==> src/rtl/cla_pkg.sv <==
// Shared definitions for the pipelined carry-lookahead add/subtract unit:
// operation encodings, carry-lookahead group width, flag-vector layout and
// the 4-bit group propagate/generate helper.
package cla_pkg;

  localparam logic OP_ADD = 1'b0;
  localparam logic OP_SUB = 1'b1;

  localparam int GROUP_W = 4;

  // Bit positions inside the registered flag vector
  localparam int FLAG_C = 3;
  localparam int FLAG_V = 2;
  localparam int FLAG_Z = 1;
  localparam int FLAG_N = 0;

  typedef logic [3:0] flags_t;

  // Group propagate/generate of one 4-bit group, returned as {P, G}
  function automatic logic [1:0] group_pg(input logic [GROUP_W-1:0] p,
                                          input logic [GROUP_W-1:0] g);
    logic grp_p;
    logic grp_g;
    grp_p = &p;
    grp_g = g[3]
          | (p[3] & g[2])
          | (p[3] & p[2] & g[1])
          | (p[3] & p[2] & p[1] & g[0]);
    return {grp_p, grp_g};
  endfunction

endpackage

==> src/rtl/cla_addsub_pipe_lcu.sv <==
// lookahead_carry_unit: purely combinational carry-lookahead over N group
// propagate/generate pairs. Every group carry-in is a flat sum of products
// of the lower groups' p/g and the block carry-in, so no carry ripples
// between groups. Also produces block propagate/generate.
module lookahead_carry_unit #(
  parameter int N = 4
) (
  input  logic [N-1:0] p,
  input  logic [N-1:0] g,
  input  logic         cin,
  output logic [N-1:0] c,
  output logic         bp,
  output logic         bg
);

  // Expand c[i] = g[i-1] | p[i-1]g[i-2] | ... | p[i-1..0]cin for every group
  always_comb begin
    logic run_p;
    logic acc;
    // NOTE: every combinational output gets a default before the loops so no
    // path leaves it unassigned, which would otherwise infer a latch.
    c     = '0;
    run_p = 1'b1;
    acc   = 1'b0;
    for (int i = 0; i < N; i++) begin
      run_p = 1'b1;
      acc   = 1'b0;
      for (int j = i - 1; j >= 0; j--) begin
        acc   = acc | (run_p & g[j]);
        run_p = run_p & p[j];
      end
      c[i] = acc | (run_p & cin);
    end
  end

  // Block-level propagate and generate across all N groups
  always_comb begin
    logic run_p;
    bp    = &p;
    bg    = 1'b0;
    run_p = 1'b1;
    for (int j = N - 1; j >= 0; j--) begin
      bg    = bg | (run_p & g[j]);
      run_p = run_p & p[j];
    end
  end

endmodule

==> src/rtl/cla_addsub_pipe.sv <==
// cla_addsub_pipe: two-stage valid/ready add/subtract unit built from 4-bit
// carry-lookahead groups plus one lookahead carry unit for the inter-group
// carries. S1 registers the operands (B pre-inverted for subtract), S2 does
// the lookahead addition and registers result and C/V/Z/N flags.
// Optional build macro CLA_ADDSUB_SAT_EN adds the in_sat port: a beat with
// in_sat = 1 that overflows clamps to the most positive/negative value.
// WIDTH must be a multiple of 4 in the range 4..64.
module cla_addsub_pipe
  import cla_pkg::*;
#(
  parameter int WIDTH = 16
) (
  input  logic             clk,
  input  logic             rst,
  input  logic             in_valid,
  output logic             in_ready,
  input  logic [WIDTH-1:0] in_a,
  input  logic [WIDTH-1:0] in_b,
  input  logic             in_op,
`ifdef CLA_ADDSUB_SAT_EN
  input  logic             in_sat,
`endif
  output logic             out_valid,
  input  logic             out_ready,
  output logic [WIDTH-1:0] out_sum,
  output logic             out_c,
  output logic             out_v,
  output logic             out_z,
  output logic             out_n
);

  localparam int NG = WIDTH / GROUP_W;

  // Stage 1 registers. The carry-in equals the op bit (A - B = A + ~B + 1),
  // so the registered op serves as both.
  logic             s1_valid;
  logic [WIDTH-1:0] s1_a;
  logic [WIDTH-1:0] s1_b;
  logic             s1_op;
`ifdef CLA_ADDSUB_SAT_EN
  logic             s1_sat;
`endif

  // Stage 2 (output) registers
  logic             s2_valid;
  logic [WIDTH-1:0] s2_sum;
  flags_t           s2_flags;

  logic s1_adv;
  logic s2_adv;
  logic in_fire;

  // Stage 2 combinational datapath
  logic [WIDTH-1:0] gen;
  logic [WIDTH-1:0] prop;
  logic [NG-1:0]    grp_p;
  logic [NG-1:0]    grp_g;
  logic [NG-1:0]    grp_c;
  logic             blk_p;
  logic             blk_g;
  logic [WIDTH-1:0] bit_c;
  logic [WIDTH-1:0] raw_sum;
  logic [WIDTH-1:0] res;
  logic             cout;
  logic             ovf;

  // Pipeline advance: a stage moves when it is empty or its successor moves
  assign s2_adv   = !out_valid || out_ready;
  assign s1_adv   = !s1_valid || s2_adv;
  assign in_ready = s1_adv;
  assign in_fire  = in_valid && in_ready;

  // S1: capture operands and pre-invert B for subtraction
  always_ff @(posedge clk or posedge rst) begin
    if (rst) begin
      // NOTE: state registers use non-blocking assignment so every flop
      // samples its inputs from before the clock edge, independent of
      // statement order.
      s1_valid <= 1'b0;
      s1_a     <= '0;
      s1_b     <= '0;
      s1_op    <= OP_ADD;
`ifdef CLA_ADDSUB_SAT_EN
      s1_sat   <= 1'b0;
`endif
    end else if (s1_adv) begin
      s1_valid <= in_valid;
      if (in_fire) begin
        s1_a  <= in_a;
        s1_b  <= (in_op == OP_SUB) ? ~in_b : in_b;
        s1_op <= in_op;
`ifdef CLA_ADDSUB_SAT_EN
        s1_sat <= in_sat;
`endif
      end
    end
  end

  // Per-bit generate/propagate and per-group p/g
  assign gen  = s1_a & s1_b;
  assign prop = s1_a ^ s1_b;

  // Reduce each 4-bit slice to its group propagate/generate pair
  always_comb begin
    logic [1:0] pg;
    grp_p = '0;
    grp_g = '0;
    pg    = '0;
    for (int k = 0; k < NG; k++) begin
      pg       = group_pg(prop[k*GROUP_W +: GROUP_W], gen[k*GROUP_W +: GROUP_W]);
      grp_p[k] = pg[1];
      grp_g[k] = pg[0];
    end
  end

  lookahead_carry_unit #(
    .N (NG)
  ) u_lcu (
    .p   (grp_p),
    .g   (grp_g),
    .cin (s1_op),
    .c   (grp_c),
    .bp  (blk_p),
    .bg  (blk_g)
  );

  // In-group lookahead from each group's carry-in, then the sum bits
  always_comb begin
    logic run_p;
    logic acc;
    bit_c   = '0;
    raw_sum = '0;
    run_p   = 1'b1;
    acc     = 1'b0;
    for (int k = 0; k < NG; k++) begin
      for (int j = 0; j < GROUP_W; j++) begin
        run_p = 1'b1;
        acc   = 1'b0;
        for (int m = j - 1; m >= 0; m--) begin
          acc   = acc | (run_p & gen[k*GROUP_W + m]);
          run_p = run_p & prop[k*GROUP_W + m];
        end
        bit_c[k*GROUP_W + j]   = acc | (run_p & grp_c[k]);
        raw_sum[k*GROUP_W + j] = prop[k*GROUP_W + j] ^ bit_c[k*GROUP_W + j];
      end
    end
  end

  assign cout = blk_g | (blk_p & s1_op);
  assign ovf  = bit_c[WIDTH-1] ^ cout;

  // Final result: wrap, or clamp on overflow when the beat asked to saturate
  always_comb begin
    res = raw_sum;
`ifdef CLA_ADDSUB_SAT_EN
    // A wrapped negative-looking result means positive overflow and vice versa
    if (s1_sat && ovf) begin
      res = raw_sum[WIDTH-1] ? {1'b0, {(WIDTH-1){1'b1}}}
                             : {1'b1, {(WIDTH-1){1'b0}}};
    end
`endif
  end

  // S2: register result and flags; held while the consumer stalls
  always_ff @(posedge clk or posedge rst) begin
    if (rst) begin
      s2_valid <= 1'b0;
      s2_sum   <= '0;
      s2_flags <= '0;
    end else if (s2_adv) begin
      s2_valid <= s1_valid;
      if (s1_valid) begin
        s2_sum           <= res;
        s2_flags[FLAG_C] <= cout;
        s2_flags[FLAG_V] <= ovf;
        s2_flags[FLAG_Z] <= ~|res;
        s2_flags[FLAG_N] <= res[WIDTH-1];
      end
    end
  end

  assign out_valid = s2_valid;
  assign out_sum   = s2_sum;
  assign out_c     = s2_flags[FLAG_C];
  assign out_v     = s2_flags[FLAG_V];
  assign out_z     = s2_flags[FLAG_Z];
  assign out_n     = s2_flags[FLAG_N];

endmodule
==> config.mk <==
export PLATFORM = sky130hd
export DESIGN_NAME = cla_addsub_pipe
export DESIGN_NICKNAME = d
export VERILOG_FILES = /design/src/rtl/cla_pkg.sv /design/src/rtl/cla_addsub_pipe_lcu.sv /design/src/rtl/cla_addsub_pipe.sv
export SDC_FILE = /design/constraint.sdc
export NUM_CORES = 1
export LEC_CHECK = 0
export BUFFER_PORTS_ARGS = -buffer_cell sky130_fd_sc_hd__buf_4
export CORE_MARGIN = 3
export CORE_UTILIZATION = 55
export DETAILED_ROUTE_END_ITERATION = 8
export GPL_TIMING_DRIVEN = 0
export PLACE_DENSITY = 0.86
export SYNTH_ARGS = -nofsm -noshare
export SYNTH_HDL_FRONTEND = slang
export SYNTH_SLANG_ARGS = --single-unit
==> constraint.sdc <==
create_clock -name clk -period 4.3 [get_ports clk]
set_input_delay 0.86 -clock clk [delete_from_list [all_inputs] [get_ports clk]]
set_output_delay 0.86 -clock clk [all_outputs]
set_load 0.02 [all_outputs]
; ---- Yosys cells after proc, flatten, opt, wreduce, memory -nomap -nowiden
; Cells that the tools add are included.
[word_totals]
wordCells = 159
inputBits = 37
regBits = 55
out_inout_bits = 22
[op_classes]
n_mux = 1
n_bitwise = 137
reduce_logical = 14
[op_table]
columns = cell, count
row1 = AND 1 bit, 71
row2 = bitwise OR 1 bit, 46
row3 = XOR 1 bit, 17
row4 = AND 16 bit, 1
row5 = 2-to-1 mux 16 bit, 1
row6 = inverter 16 bit, 1
row7 = AND reduction 16 bit, 1
row8 = AND reduction 4 bit, 4
row9 = OR reduction 16 bit, 1
row10 = XOR 16 bit, 1
row11 = AND reduction 2 bit, 2
row12 = zero test 1 bit, 3
row13 = logical OR 1 bit, 2
row14 = logical AND 1 bit, 1

; ---- Longest topological paths before layout
; Gate-level depths: netlist (run 1).
[depth]
ltp_word = 14
mapped_depth = 14
mapped_depth_nobuf = 14

; ---- By module
; A second synthesis (run 1) with hierarchy kept.
[hier_totals]
hier_cells = 265
area_unflattened_um2 = 2867.8
[modules_own_cells]
columns = mod, instances, area_per_inst_um2, seq_area_each_um2, cells_each
row1 = cla_addsub_pipe, 1, 2802.7, 1351.3, 254
row2 = lookahead_carry_unit, 1, 65.1, 0.0, 11

; ---- Worst setup path before layout (run 1)
; Ideal clock, no wire load.
[synth_path]
kind = reg2reg
from = register s1_b[1]
to = register s2_flags[1]
t_required_ps = 4205
t_arrival_ps = 2727
setup_time_ps = 95
slack_ps = 1478
period_less_slack_ps = 2822
path_stages_with_launch = 15
cell_sequence = dfrtp_1 -> ha_1 -> o21ai_0 -> o21a_1 -> o21ai_0 -> o21a_1 -> nor2_1 -> inv_1 -> a21oi_1 -> fa_1 -> nand4_1 -> nor2_1 -> nand4_1 -> a211o_1 -> o31ai_1
[synth_via]
elab_chain_len = 12
elab_cells_between_ends = 68
[synth_rtl]
columns = element, line
row1 = start: declaration, cla_addsub_pipe.sv:38  ; logic [WIDTH-1:0] s1_b;
row2 = start signal: assignment, cla_addsub_pipe.sv:90  ; s1_b <= (in_op == OP_SUB) ? ~in_b : in_b;
row3 = AND 16 bit or XOR 16 bit (tied branches), "cla_addsub_pipe.sv:100, cla_addsub_pipe.sv:101"
row4 = AND 1 bit (on tied branches), "cla_pkg.sv:27, cla_pkg.sv:28"
row5 = bitwise OR 1 bit or AND 1 bit (tied branches), "cla_pkg.sv:27, cla_pkg.sv:28"
row6 = bitwise OR 1 bit, cla_pkg.sv:28  ; | (p[3] & p[2] & p[1] & g[0]);
row7 = AND 1 bit, cla_addsub_pipe_lcu.sv:29  ; acc = acc | (run_p & g[j]);
row8 = bitwise OR 1 bit, cla_addsub_pipe_lcu.sv:29
row9 = bitwise OR 1 bit, cla_addsub_pipe_lcu.sv:32  ; c[i] = acc | (run_p & cin);
row10 = AND 1 bit, cla_addsub_pipe.sv:143  ; bit_c[k*GROUP_W + j] = acc | (run_p & grp_c[k]);
row11 = bitwise OR 1 bit, cla_addsub_pipe.sv:143
row12 = XOR 1 bit, cla_addsub_pipe.sv:144  ; raw_sum[k*GROUP_W + j] = prop[k*GROUP_W + j] ^ bit_c[k*GROUP_W + j];
row13 = OR reduction 16 bit *, cla_addsub_pipe.sv:176  ; s2_flags[FLAG_Z] <= ~|res;
row14 = zero test 1 bit *, cla_addsub_pipe.sv:176
row15 = end signal: indexed assignment, cla_addsub_pipe.sv:175  ; s2_flags[FLAG_V] <= ovf;
row16 = end signal: indexed assignment, cla_addsub_pipe.sv:176
row17 = end signal: indexed assignment, cla_addsub_pipe.sv:177  ; s2_flags[FLAG_N] <= res[WIDTH-1];
row18 = end: declaration, cla_addsub_pipe.sv:47  ; flags_t s2_flags;
; Every way passes the cells marked *; elsewhere a longest branch is shown, timed or not.
; A chain may end at the register's enable or synchronous reset.

; ---- Final worst setup path (run 1)
[layout_path]
from = register s1_a[0]
to = register s2_flags[1]
[layout_via]
elab_chain_len = 11
elab_cells_between_ends = 65
[layout_rtl]
columns = element, line
row1 = start: declaration, cla_addsub_pipe.sv:37  ; logic [WIDTH-1:0] s1_a;
row2 = start signal: assignment, cla_addsub_pipe.sv:89  ; s1_a <= in_a;
row3 = AND 16 bit, cla_addsub_pipe.sv:100  ; assign gen = s1_a & s1_b;
row4 = AND 1 bit, cla_pkg.sv:28
row5 = bitwise OR 1 bit, cla_pkg.sv:28
row6 = AND 1 bit, cla_addsub_pipe_lcu.sv:29
row7 = bitwise OR 1 bit, cla_addsub_pipe_lcu.sv:29
row8 = bitwise OR 1 bit, cla_addsub_pipe_lcu.sv:32
row9 = AND 1 bit, cla_addsub_pipe.sv:143
row10 = bitwise OR 1 bit, cla_addsub_pipe.sv:143
row11 = XOR 1 bit, cla_addsub_pipe.sv:144
row12 = OR reduction 16 bit *, cla_addsub_pipe.sv:176
row13 = zero test 1 bit *, cla_addsub_pipe.sv:176
; Marked as above.

==> metrics.txt, run 1 <==
status finished clean; Pleak ~1.6 nW; Pwr Density between 500 and 600 nW/um^2; Worst EP arrival 3.41 ns; CP Max Fanout 4; starting DRC count in detailed routing about 110; Avg Cell Area, Syn ~10 um^2; largest family of logic cells by synthesized area compound AO/OA/AOI/OAI gates; DR top layer met4; Die Wd between 70 and 80 um; post-CTS setup buffer count 0; Avg Vias per Cell roughly 5.3; initial antenna violation count 0; max incr delay on CP between 0.4 and 0.5 ns; critical path class flop to flop; Worst Path Required 4.52 ns; Tmin final approximately 3.2 ns; routed wl met2 2950 um; Max Slew Vio Count 0; hold buffers post-CTS 0; Adder-Cell Fraction of Synth Area slightly below 10%; Area Overhead vs Synth 22.3%; total CTS buffers 5; crit path cell chain ha_1 -> a211oi_1 -> o21a_1 -> o21ai_0 -> o21a_1 -> nor2_1 -> inv_1 -> a21oi_1 -> fa_1 -> xor2_1 -> nand4_1 -> a211o_1 -> o31ai_1; M1 wire length around 2700 um; Clock Sinks 54; HP Class flop to flop; Max Freq roughly 310 MHz; clk slew on worst S/H paths ~0.090 ns; Slowest-stage cell, CP dfrtp_1; register area roughly 1400 um^2; vias after detailed routing 2172; Yosys cell types 38; Hold Vio Cnt, Final 0; DIE AREA between 6000 and 7000 um^2; die height about 78 um; DRC 0; CTS tree yes; share of the synthesized area in the top cell type 47.3%; Synth Area in Simple Gates approximately an eighth; antenna-violating nets left 0; Post-Route WL around 6000 um; WL per Instance around 15 um; flop2flop setup slack approximately 1.1 ns; layout cells sized above 1 between 20% and 30%; Crit. End Element flop; H-tree lvl count 2; Rel. slew slack between 60% and 70%; Setup violations, final 0; Max clock buf depth 2; worst-margin pin slew ~0.58 ns; port bufs 57; Syn Inst Count around 270; complex-gate fraction of the synthesized area 13.7%; fillers 412; CORE AREA just under 5000 um^2; Post-Syn Area approximately 2900 um^2; largest net degree at the start of global routing 39; Worst Clk Skew between 0.008 and 0.009 ns; vias in the first global route between 2000 and 2500; post-route core utilization between 70 and 80%; post-route cell area about 3500 um^2; MaxCap Viol Count 0; XOR/XNOR Fraction of Synth Area under 10%; mux cell area share after synthesis under 10%; n_diodes 0; post-cts resize count 0; Routability Congestion a little under 0.8; FF+latch count, synth 54; RSZ-0062 raised after global routing no; Fin Setup TNS 0 ns; Post-Syn Nets 330; gr usage total between 20% and 30%; yosys warns 0; Multi-input gate area approximately 1400 um^2; Root Buffer Master clkbuf_8; synth top area cells dfrtp_1 47%, ha_1 7.0%, mux2_2 6.7%; global route overflow 0; period utilization between 70% and 80%; DP HPWL roughly 4800 um; Worst VDD drop 0.234 mV; Ports 59; placed cell areas roughly 3400 um^2; register area share after synthesis a little under half; first-pass GRT wire length between 10000 and 15000 um; Rows 25; met3 WL 265 um; largest area contributor in the netlist dfrtp_1; crit-path most repeated cell o21a_1; Nets around 400; number of iterations in the first detailed-routing pass 4; Skew-Pair Late Insertion Delay between 0.3 and 0.4 ns; Critical Path Source Type flop; Starting Density a little under 60%
==> cell type report <==
| class | count | share of cell area [%] |
|---|---|---|
| repair buffers | 58 | 12.8 |
| flip-flops and latches | 54 | 38.6 |
| well taps | 67 | 2.40 |
| clock buffers | 7 | 2.18 |
| clock inverters | 1 | 0.859 |
| inverters | 6 | 0.644 |
| plain buffers | 12 | 1.43 |
| multi-input cells | 201 | 41.0 |
==> cell families (layout without fill, tap and decap cells) <==
group	count (synthesis)	count (layout)
AND/OR/NAND/NOR	77	77
buffers and inverters	18	84
AO/OA/AOI/OAI	61	61
flip-flops	54	54
multiplexers	18	18
adder cells (fa/ha/maj)	20	20
XOR/XNOR	25	25
==> layout by cell type, fill, tap and decap left out, drive strengths merged, types with 3 or more instances in the layout <==
master / instances
fa: 4
inv: 6
dfrtp: 54
xnor2: 17
o21ai: 29
ha: 16
o21a: 9
nand2b: 6
and2: 3
xor2: 8
a21oi: 7
o31ai: 4
nor2: 14
nand2: 43
buf: 60
mux2: 17
clkbuf: 17
==> per-layer routing <==
| layer | GRT usage, % | vias to the layer above |
|---|---|---|
| li1 | - | 1066 |
| met1 | 28.0 | 1032 |
| met2 | 36.7 | 62 |
| met3 | 4.13 | 12 |
| met4 | 7.69 | 0 |
| met5 | 0 | - |
==> path summary, 6_finish.rpt <==
| kind | cells after the start | from | to |
|---|---|---|---|
| min in group asynchronous | 2 | rst | out_sum[12] |
| hold reg to reg | 2 | out_sum[11] | out_sum[11] |
| max in group asynchronous | 3 | rst | s1_b[1] |
| setup / recovery | 13 | s1_a[0] | s2_flags[1] |
| setup reg to reg | 13 | s1_a[0] | s2_flags[1] |
| hold / removal | 2 | out_sum[11] | out_sum[11] |
==> sequential cells by signal, indices dropped and copies added (netlist names) <==
signal	count
s1_b	16
out_valid	1
s1_a	16
s1_valid	1
out_sum	15
s2_flags	4
s1_op	1
==> through the flow <==
step | std cells | setup WS [ns] | power (mW) | hold WS, ns
3_5_place_dp | 398 | 1.16 | 1.49 | 0.458
4_1_cts | 406 | 1.13 | 1.83 | 0.479
2_1_floorplan | 273 | 1.48 | 1.21 | 0.454
3_3_place_gp | 397 | 1.20 | 1.45 | 0.455
5_1_grt | 406 | 0.791 | 1.94 | 0.522
6_report | 406 | 1.11 | 1.82 | 0.476
==> power by group <==
| group | switching, mW | total [mW] | internal, mW | leakage, nW |
|---|---|---|---|---|
| registers | 0.0825 | 0.715 | 0.633 | 0.645 |
| clock network | 0.153 | 0.328 | 0.174 | 0.0524 |
| logic | 0.426 | 0.772 | 0.347 | 0.920 |
| total | 0.661 | 1.82 | 1.15 | 1.62 |
==> cells in the mapped netlist <==
cell and count:
a21oi_2 1, clkbuf_1 10, nand4_1 2, or2_2 1, a21oi_1 6, o21ai_2 2
nor4bb_1 1, o21ai_0 27, xnor2_1 17, o31a_1 1, nand2b_1 6, dfrtp_1 54
fa_1 4, and4_1 1, a21o_1 2, a221oi_2 1, buf_4 1, o22a_1 1
buf_2 1, nand2_1 43, mux2i_1 1, xor2_1 8, nand3b_1 1, nor2_1 14
nor2b_1 1, inv_1 6, nor3_1 2, ha_1 16, nand3_1 1, a211oi_1 2
mux2_2 17, o211ai_1 2, and2_1 3, nor4_1 1, a211o_1 2, o31ai_1 4
o21a_1 9, o21bai_1 1
==> critical path, delay by kind of cell (launching register included) <==
family	cells	cell delay [ns]
DFF	1	0.43
adders and majority gates	2	0.56
buffers and inverters	1	0.06
xor gates and xnor gates	1	0.21
and+or+nand+nor	2	0.26
AOI/OAI and AO/OA	7	1.58
No activity file was read; power rests on OpenSTA's default activity.
==> inputs of run 2 (changes only) <==
--- a/config.mk
+++ b/config.mk
@@ -7,10 +7,10 @@
 export LEC_CHECK = 0
 export BUFFER_PORTS_ARGS = -buffer_cell sky130_fd_sc_hd__buf_4
 export CORE_MARGIN = 3
-export CORE_UTILIZATION = 55
+export CORE_UTILIZATION = 49
 export DETAILED_ROUTE_END_ITERATION = 8
 export GPL_TIMING_DRIVEN = 0
-export PLACE_DENSITY = 0.86
+export PLACE_DENSITY = 0.81
 export SYNTH_ARGS = -nofsm -noshare
 export SYNTH_HDL_FRONTEND = slang
 export SYNTH_SLANG_ARGS = --single-unit
==> constraint.sdc (replaced) <==
create_clock -name clk -period 2.7 [get_ports clk]
set_input_delay 0.54 -clock clk [delete_from_list [all_inputs] [get_ports clk]]
set_output_delay 0.54 -clock clk [all_outputs]
set_load 0.02 [all_outputs]
==> metrics.txt, run 2 (synthesis results as in run 1) <==
antenna-violating nets left 0 (unchanged); Ports 59 (unchanged); CP Max Fanout 3 (-1); MaxCap Viol Count 0 (unchanged); Critical Path Source Type flop; Multi-input gate area 1560 um^2 (+8.4%); gr usage total 20.0% (-1.8 points); DRC 0 (unchanged); Setup violations, final 1 (+1); worst-margin pin slew 0.616 ns (+0.0361 ns); Pwr Density 823 nW/um^2 (+59%); Max clock buf depth 2 (unchanged); Pint 1.96 mW (+70%); largest net degree at the start of global routing 33 (-15%); Rows 27 (+8.0%); Tmin final 2.93 ns (-0.258 ns); vias in the first global route 2156 (-6.4%); Worst EP arrival 3.15 ns (-0.26 ns); WL per Instance 14.9 um (+1.3%); RSZ-0062 raised after global routing yes; DP HPWL 4690 um (-2.7%); Fin Setup TNS -0.228 ns (-0.228 ns); crit path to s2_flags[1]; Die Wd 82.4 um (+5.5%); most used cells in the layout excluding fill and tap cells 72 x buf_4, 54 x dfrtp_1, 43 x nand2_1, 26 x o21ai_0; Routability Congestion 0.787 (-0.82%); Clock Sinks 54 (unchanged); crit path cell chain ha_4 -> o21ai_0 -> o21a_1 -> o21ai_2 -> o21a_1 -> nor2_2 -> inv_1 -> a21oi_2 -> fa_2 -> nand4_1 -> nor2_1 -> nand4_1 -> a211o_1 -> o31ai_1; Worst Path Required 2.92 ns (-1.60 ns); CORE AREA 5570 um^2 (+14%); fillers 444 (+7.8%); failing checks setup timing; Nets 409 (+3.5%); Crit. End Element flop; initial antenna violation count 0 (unchanged); hold buffers post-CTS 0 (unchanged); Hold Vio Cnt, Final 0 (unchanged); Root Buffer Master clkbuf_8; Worst VDD drop 0.389 mV (+67%); post-route cell area 3730 um^2 (+6.6%); post-route core utilization 66.9% (-4.8 points); number of iterations in the first detailed-routing pass 4 (unchanged); commonest non-fill, non-tap cell in the layout buf_4; Final WS setup -0.228 ns (-1.34 ns); DIE AREA 6790 um^2 (+11%); H-tree lvl count 2 (unchanged); cell family with most CP delay compound AO/OA/AOI/OAI gates; clk slew on worst S/H paths 0.09 ns (about the same); Gate power share 45.4% (+2.8 points); Max Freq 342 MHz (+8.8%); CTS tree yes; Area Overhead vs Synth 30.4%; Rel. slew slack 59.0% (-2.4 points); register share of total power 37.4% (-2.0 points); Skew-Pair Late Insertion Delay 0.30 ns (about the same); total CTS buffers 5 (unchanged); switching power 1.11 mW (+68%); critical path class flop to flop; Max Slew Vio Count 0 (unchanged); Switching Fraction 36.1% (-0.34 points); vias after detailed routing 2218 (+2.1%); max incr delay on CP 0.53 ns (+0.10 ns); Starting Density 51.3% (-7.3 points); die height 82.4 um (+5.5%); FF-to-FF End s2_flags[1]; starting DRC count in detailed routing 122 (+12%); Worst Reg-to-Reg Cells 14 (+1); Slowest-stage cell, CP fa_2; placed cell areas 3430 um^2 (+1.1%); Worst Clk Skew 0.00649 ns (-0.00211 ns); WP buf/inv 1 (unchanged); Avg Vias per Cell 5.22 (-2.4%); register area 1350 um^2 (unchanged); first-pass GRT wire length 10300 um (-1.6%); n_diodes 0 (unchanged); clock power share 17.2% (-0.8 points); Pleak 1.70 nW (+5.1%); flop2flop setup slack -0.23 ns (-1.34 ns); Critical Path Start s1_b[1]; layout cells sized above 1 33.7% (+7.5 points); Levels on crit path 14 (+1); start of the worst register-to-register path s1_b[1]; HP Class input pin to asynchronous set/reset pin; port bufs 57 (unchanged); global route overflow 0 (unchanged); Post-Route WL 6350 um (+6.1%); status finished, violations left; period utilization 108% (+34 points)
run 2: changes by cell type in the layout (fill, tap and decap cells not counted), sizes merged:
cell | before | now
buf | 60 | 74
run 2: worst min-delay path by stage:
stage                             end  slack (ns)  depth (start not counted)
after floorplan              s1_b[10]        0.45                          2
after global placement    out_sum[11]        0.46                          2
after detailed placement      s1_b[9]        0.47                          2
after CTS                 out_sum[11]        0.27                          2
after global routing      out_sum[11]        0.28                          2
final                     out_sum[11]        0.25                          2
run 2: timing repair:
item,4_1_cts,5_1_grt
buffers inserted,12,2
resized for setup,12,2
pin swaps,14,3
endpoints found under the setup margin,1,3
run 2: power by group through the flow:
stage                     registers, mW  clock network (mW)  logic (mW)
final                              1.15               0.527        1.39
after floorplan                    1.28                   0       0.669
after global placement             1.15                   0        1.19
after detailed placement           1.16                   0        1.23
after CTS                          1.15               0.537        1.35
after global routing               1.17               0.569        1.54
run 2: area by class of cell:
cell class	instances	area share, %
Timing Repair Buffer	72	14.8
Tap cell	72	2.42
Clock inverter	1	0.805
Multi-Input combinational cell	201	41.7
Sequential cell	54	36.2
Inverter	6	0.604
Clock buffer	7	2.05
Buffer	12	1.34
run 2: metrics by stage:
stage               power, mW  instances  hold WS (ns)  setup WS (ns)
CTS                      3.03        423         0.270         -0.163
finish                   3.07        425         0.248         -0.228
detailed placement       2.39        403         0.474         -0.372
floorplan                1.95        273         0.454        -0.0382
global placement         2.33        402         0.457         -0.362
global route             3.28        425         0.275         -0.403
run 2: layer usage:
layer / wire length [um] / up-vias / share of wire (%) / global-route usage, %
met5: 0 / - / 0 / 0
met4: 88 / 0 / 1.4 / 5.32
met3: 361 / 10 / 5.7 / 3.47
met2: 3140 / 65 / 49 / 33.4
met1: 2770 / 1052 / 44 / 26.8
li1: - / 1091 / - / -
==> inputs of run 3 (changes only) <==
--- a/config.mk
+++ b/config.mk
@@ -11,6 +11,7 @@
 export DETAILED_ROUTE_END_ITERATION = 8
 export GPL_TIMING_DRIVEN = 0
 export PLACE_DENSITY = 0.81
+export SLEW_MARGIN = 40
 export SYNTH_ARGS = -nofsm -noshare
 export SYNTH_HDL_FRONTEND = slang
 export SYNTH_SLANG_ARGS = --single-unit
==> constraint.sdc (replaced) <==
create_clock -name clk -period 2.6 [get_ports clk]
set_input_delay 0.52 -clock clk [delete_from_list [all_inputs] [get_ports clk]]
set_output_delay 0.52 -clock clk [all_outputs]
set_load 0.02 [all_outputs]
==> metrics.txt, run 3 (synthesis results as in run 1) <==
Rel. slew slack 60.2% (+1.2 points); Routability Congestion 0.787 (unchanged); Clock Sinks 54 (unchanged); Root Buffer Master clkbuf_8; Max clock buf depth 2 (unchanged); Die Wd 82.4 um (unchanged); Max Freq 342 MHz (about the same); Pleak 1.70 nW (-0.18%); Worst Reg-to-Reg Cells 14 (unchanged); Critical Path Source Type flop; Rows 27 (unchanged); WL per Instance 14.9 um (about the same); Post-Place Setup Slack -0.472 ns (-0.100 ns); RSZ-0062 raised after global routing yes; antenna-violating nets left 0 (unchanged); DRC 0 (unchanged); Fin Setup TNS -0.328 ns (-0.100 ns); CORE AREA 5570 um^2 (unchanged); HP Class input pin to asynchronous set/reset pin; Max Slew Vio Count 0 (unchanged); largest net degree at the start of global routing 33 (unchanged); critical path class flop to flop; commonest non-fill, non-tap cell in the layout buf_4; worst-margin pin slew 0.597 ns (-0.0186 ns); period utilization 113% (+4.2 points); layout cells sized above 1 33.5% (-0.19 points); Skew-Pair Late Insertion Delay 0.30 ns (about the same); port bufs 57 (unchanged); DP HPWL 4690 um (about the same); crit path to s2_flags[1]; vias in the first global route 2156 (unchanged); MaxCap Viol Count 0 (unchanged); Final WS setup -0.328 ns (-0.100 ns); status finished, violations left; DIE AREA 6790 um^2 (unchanged); failing checks setup timing; Pwr Density 855 nW/um^2 (+3.8%); flop2flop setup slack -0.33 ns (-0.10 ns); Nets 408 (-0.24%); number of iterations in the first detailed-routing pass 5 (+1); die height 82.4 um (unchanged); Tmin final 2.93 ns (+0.000205 ns); Worst Clk Skew 0.00653 ns (+0.0000388 ns); Crit. End Element flop; CTS tree yes; global route overflow 0 (unchanged); CP Max Fanout 3 (unchanged); first-pass GRT wire length 10300 um (unchanged); vias after detailed routing 2234 (+0.72%); start of the worst register-to-register path s1_b[1]; n_diodes 0 (unchanged); Setup violations, final 1 (unchanged); most used cells in the layout excluding fill and tap cells 71 x buf_4, 54 x dfrtp_1, 43 x nand2_1, 26 x o21ai_0; clk slew on worst S/H paths 0.09 ns (about the same); Area Overhead vs Synth 30.5% (about the same); FF-to-FF End s2_flags[1]; initial antenna violation count 0 (unchanged); Hold Vio Cnt, Final 0 (unchanged); Ports 59 (unchanged); Starting Density 51.3% (unchanged); Avg Vias per Cell 5.27 (+0.96%); Post-Route WL 6340 um (-0.25%); Worst VDD drop 0.405 mV (+4.1%); total CTS buffers 5 (unchanged); H-tree lvl count 2 (unchanged); Worst EP arrival 3.15 ns (about the same); gr usage total 20.0% (unchanged); starting DRC count in detailed routing 130 (+6.6%); Worst Path Required 2.82 ns (-0.10 ns); Critical Path Start s1_b[1]
[run 3: cell types whose count changed in the layout (fill, tap and decap cells not counted)]
| cell | change |
|---|---|
| buf_4 | -1 |
| inv_4 | +1 |
| a21oi_4 | +1 |
| inv_2 | -1 |
| a21oi_2 | -1 |
[run 3: critical path, stage by stage, from the launching register on]
cell and delay (ns):
dfrtp_1 0.42, ha_4 0.30, o21ai_0 0.12, o21a_1 0.24, o21ai_2 0.16, o21a_1 0.16, nor2_2 0.06, inv_1 0.08
a21oi_2 0.07, fa_2 0.53, nand4_1 0.10, nor2_1 0.10, nand4_1 0.10, a211o_1 0.25, o31ai_1 0.18
[run 3: metal layers]
layer	share of wire, %	GRT usage, %	wire length [um]
met3	5.4	3.47	344
met5	0	0	0
met2	50	33.4	3140
met1	43	26.8	2740
met4	1.7	5.32	107
[run 3: worst min path at each step]
stage                     start     endpoint  slack, ns
floorplan              s1_b[10]     s1_b[10]       0.45
global placement    out_sum[11]  out_sum[11]       0.46
detailed placement      s1_b[9]      s1_b[9]       0.47
CTS                         rst  out_sum[11]       0.17
global route                rst  out_sum[11]       0.17
finish                      rst  out_sum[11]       0.16
[run 3: cell type report]
type                    instances  area (um^2)
fillers                       446         1840
multi-input cells             201         1560
flip-flops and latches         54         1350
repair buffers                 71          546
well taps                      72         90.1
clock buffers                   7         76.3
plain buffers                  12         50.0
clock inverters                 1         30.0
inverters                       6         25.0
[run 3: power breakdown]
part           total, mW  switching, mW  internal, mW
combinational       1.45          0.749         0.701
clock              0.548          0.260         0.288
sequential          1.19          0.146          1.05
total               3.19           1.15          2.04
[run 3: repair_timing]
| action | in CTS | in global routing |
|---|---|---|
| setup buffers | 12 | 2 |
| gates resized for setup | 12 | 3 |
| hold buffers | 0 | 0 |
| endpoints found under the setup margin | 2 | 6 |
| pin swaps | 14 | 5 |
[run 3: through the flow]
step                util [%]  hold WS, ns  power [mW]  std cells  area, um^2
floorplan                  -        0.454        2.02        273        2890
global placement        61.1        0.457        2.42        402        3410
detailed placement      61.5        0.474        2.48        403        3430
CTS                     66.6        0.171        3.15        423        3710
global route            66.9        0.165        3.41        424        3730
finish                  66.9        0.156        3.19        424        3730
